===== src/rtl/fetch_queue.sv =====
// Instruction prefetch queue between fetch and decode.
// Buffers {PC+4, instruction} pairs and presents the oldest entry as the IF/ID payload.
module fetch_queue #(
    parameter int DEPTH = 4,
    parameter int PTR_W = 2
) (
    input  logic               clk,
    input  logic               reset,
    input  logic               in_valid,
    input  logic [31:0]        in_instruction,
    input  logic [31:0]        in_incremented_pc,
    output logic               in_ready,
    input  logic               in_flush,
    input  logic               in_stall,
    output logic               out_valid,
    output logic [31:0]        out_instruction,
    output logic [31:0]        out_incremented_pc,
    output logic [PTR_W:0]     out_count,
    output logic [15:0]        out_stall_cycles
);

    localparam logic [PTR_W:0] FULL_COUNT = (PTR_W + 1)'(DEPTH);

    logic [63:0]      mem [DEPTH];
    logic [PTR_W-1:0] head;
    logic [PTR_W-1:0] tail;
    logic [PTR_W:0]   count;
    logic [15:0]      stall_cycles;
    logic             push;
    logic             pop;

    // Ready and valid come only from the registered count, so there is no
    // combinational path from flush or stall back to fetch.
    assign in_ready  = (count != FULL_COUNT);
    assign out_valid = (count != '0);
    assign push      = in_valid & in_ready & ~in_flush;
    assign pop       = out_valid & ~in_stall & ~in_flush;

    always_ff @(posedge clk or posedge reset) begin
        if (reset) begin
            head  <= '0;
            tail  <= '0;
            count <= '0;
        end else if (in_flush) begin
            head  <= '0;
            tail  <= '0;
            count <= '0;
        end else begin
            if (push) begin
                tail <= tail + 1'b1;
            end
            if (pop) begin
                head <= head + 1'b1;
            end
            case ({push, pop})
                2'b10:   count <= count + 1'b1;
                2'b01:   count <= count - 1'b1;
                default: count <= count;
            endcase
        end
    end

    // Storage needs no reset: an entry is only visible once count covers it.
    always_ff @(posedge clk) begin
        if (push) begin
            mem[tail] <= {in_incremented_pc, in_instruction};
        end
    end

    always_ff @(posedge clk or posedge reset) begin
        if (reset) begin
            stall_cycles <= '0;
        end else if (in_stall && out_valid && !in_flush && stall_cycles != 16'hFFFF) begin
            stall_cycles <= stall_cycles + 16'd1;
        end
    end

    always_comb begin
        out_instruction    = 32'h0;
        out_incremented_pc = 32'h0;
        if (out_valid) begin
            out_incremented_pc = mem[head][63:32];
            out_instruction    = mem[head][31:0];
        end
    end

    assign out_count        = count;
    assign out_stall_cycles = stall_cycles;

endmodule

===== config.mk =====
export PLATFORM = sky130hd
export DESIGN_NAME = fetch_queue
export DESIGN_NICKNAME = d
export VERILOG_FILES = /design/src/rtl/fetch_queue.sv
export SDC_FILE = /design/constraint.sdc
export NUM_CORES = 1
export LEC_CHECK = 0
export ABC_AREA = 1
export BUFFER_PORTS_ARGS = -buffer_cell sky130_fd_sc_hd__buf_2
export CORE_AREA = 2 2 197 199
export DETAILED_ROUTE_END_ITERATION = 16
export DIE_AREA = 0 0 199 201
export PLACE_DENSITY = 0.58
export SYNTH_ARGS = -nofsm -noshare
export SYNTH_HDL_FRONTEND = slang
export SYNTH_SLANG_ARGS = --single-unit

===== constraint.sdc =====
create_clock -name clk -period 7.8 [get_ports clk]
set_clock_uncertainty 0.05 [all_clocks]
set_input_delay 1.17 -clock clk [delete_from_list [all_inputs] [get_ports clk]]
set_output_delay 1.17 -clock clk [all_outputs]
set_load 0.02 [all_outputs]

==> reports/metrics.cfg <==
[outcome]
outcome = completed

[grt]
track_usage_pct = 13.12
grt_max_degree = 101
grtUsageMet3_pct = 2.403
grt.busiest_layer = met2
grt_pass1_wl_mm = 40.82
antenna_found_initial = 1
first_global_vias = 7371
use_met2_pct = 22.18
use_met1_pct = 17.23
grt.overflow.total = 0

[drt]
drtPass1Iterations = 6
ant_nets = 0
wl_per_cell_um = 15.80
vias = 7279
drcViolationCount = 0
first_iter_violations = 295
routed_via_density = 4.430
drt-total-wl_mm = 25.96

[clock_tree]
postCtsHoldBufs = 0
cts_max_level = 1
clkSinkCount = 279
cts_max_path_buffers = 3
clock_latency_ns = 0.56
ctsResizeCount = 0
cts_buffers = 29
cts_root_buf = clkbuf_16
cts_tree = built
cts_setup_buffers = 0
clk_pin_slew_ns = 0.06

[cells_and_area]
finish.net_count = 1178
antenna_cells = 0
instances_no_fill = 1643
syn_to_final_growth_pct = 19.15
drive_gt1_share_pct = 19.20

[die]
num_rows = 72
ioPinCount = 154
core_um2 = 38110
die_w_um = 199
dieArea_um2 = 40000
die_h_um = 201
start_util_pct = 29.60

[sta]
rsz0062_at_grt = no
fmax_mhz = 227.3
period_needed_ns = 4.400
setup_violations = 0
fin_setup_tns_ns = 0
timing.final.crit_share_pct = 56.40
tightest_slew_ns = 1.015
maxSlewViolCount = 0
slew_headroom_pct = 32.16
hold_viol = 0

[synth]
syn_inst = 960
synth_cell_types = 26
syn_nets = 1035
ys_ff_latch = 279
syn_avg_cell_area_um2 = 11.75
ys.warnings.count = 0
netlist_area_um2 = 11280
seq_area_frac_synth_pct = 73.26

[worst_hold_path]
hold_class = flip-flop to flip-flop
hp-start = out_stall_cycles[0]

[critical_path]
max_stage_delay_ns = 0.79
rr_startpoint = out_count[0]
r2r_setup_slack_ns = 4.62
startpoint = head[0]
cp_data_arrival_time_ns = 3.18
crit_chain = clkinv_2 -> buf_4 -> o21ai_0 -> a21oi_1 -> buf_2
required_ns = 6.58
cp-start-kind = flip-flop
slowest_stage = buf_4
critPathMaxFanout = 100
critical_path_class = flip-flop to output pin
endpoint_kind = output pin

[placement]
gp_congestion = 0.7315
post-dp-hpwl_mm = 15.32
dp.cells = 1590
port_buffers = 153

[power]
power_density_nw_per_um2 = 292.7
ir_drop_uv = 219.6
leakage_nw = 4.983

[run]
maxCapViolations = 0

## cell type report
cell class                      instances  area [um^2]
Timing Repair Buffer                  162        833.3
Fill cell                            3765        24670
Multi-Input combinational cell        604         2718
Inverter                               27        105.1
Sequential cell                       279         8268
Clock inverter                         20        125.1
Tap cell                              518        648.1
Clock buffer                           33        740.7
## report_power, final
part | switching (mW) | internal (mW)
Clock | 0.559 | 0.710
Combinational | 0.640 | 0.254
Sequential | 0.0648 | 1.71
Total | 1.26 | 2.67
## cell families after synthesis
logic type / after synthesis / share of synthesized area [%]
and+or+nand+nor: 380 / 13.06
buffers and inverters: 77 / 2.907
xor gates and xnor gates: 11 / 0.8542
AOI/OAI and AO/OA: 207 / 9.186
DFF: 279 / 73.26
adders and majority gates: 6 / 0.7322
## per-layer routing
layer	up-vias	wire (um)
li1	3624	-
met1	3474	11720
met2	146	12460
met3	35	1268
met4	0	507
met5	-	0
## synthesized netlist by cell type
cell	count	area share, %
nand2_4	1	0.10
xnor2_1	11	0.85
buf_2	20	0.89
fa_1	1	0.18
nand2_1	85	2.8
edfxtp_1	256	68
buf_1	13	0.43
nand2_2	1	0.056
nand4_1	3	0.17
inv_1	24	0.80
buf_4	1	0.067
and2_1	1	0.056
nor2_2	1	0.056
dfrtp_1	23	5.1
inv_4	1	0.056
a21oi_1	68	3.0
nand3_1	8	0.36
o21ai_0	138	6.1
o21ai_1	1	0.044
buf_6	1	0.10
nor2_1	277	9.2
ha_1	5	0.55
inv_2	2	0.067
nand3_2	1	0.089
clkbuf_1	15	0.50
nand3b_1	2	0.13
## critical path: cells and delay by family (launching register included)
family / cells / cell delay [ns]
AO/OA/AOI/OAI: 2 / 0.51
flip-flops: 1 / 0.71
buffers and inverters: 3 / 1.38
## sequential cells by signal (all words and copies together), names as in the netlist
register / count
out_count: 3
tail: 2
mem: 256
head: 2
out_stall_cycles: 16
## path summary, 6_finish.rpt
check / to / cells past startpoint
worst max register to register: mem[1][36] / 7
worst min-delay path: out_stall_cycles[0] / 1
max in group asynchronous: head[0] / 2
worst min register to register: out_stall_cycles[0] / 1
worst max-delay path: out_instruction[19] / 5
min in group asynchronous: out_stall_cycles[15] / 2
## stage by stage
stage / hold WS, ns / setup slack [ns] / power (mW) / util, % / cell area [um^2]
after floorplan: 0.5296 / 3.079 / 2.385 / - / 11280
after detailed placement: 0.4893 / 3.904 / 2.716 / 32.99 / 12570
final: 0.5020 / 3.400 / 3.934 / 35.26 / 13440
after global routing: 0.5566 / 3.106 / 4.150 / 35.26 / 13440
after CTS: 0.5027 / 3.277 / 4.000 / 35.26 / 13440
after global placement: 0.4935 / 3.978 / 2.710 / 32.99 / 12570
## cell usage in the layout, fill, tap and decap left out
cell and n:
nor2_1 273, edfxtp_1 256, buf_2 153, o21ai_0 138, nand2_1 85, a21oi_1 68, clkbuf_16 29, inv_1 23
dfrtp_1 21, xnor2_1 11, clkinv_1 9, buf_4 9, nand3_1 8, clkinv_2 7, ha_1 5, nor2_4 4
clkbuf_1 4, nand4_1 3, clkinvlp_4 3, nand3b_1 2, inv_2 2, nand3_2 1, nor2_2 1, nand2_2 1
nand2_4 1, inv_4 1, o21ai_1 1, and2_1 1, fa_1 1, inv_6 1, bufinv_16 1, dfrtp_4 1
dfrtp_2 1
Note: power is estimated with default switching activity, not from simulation.
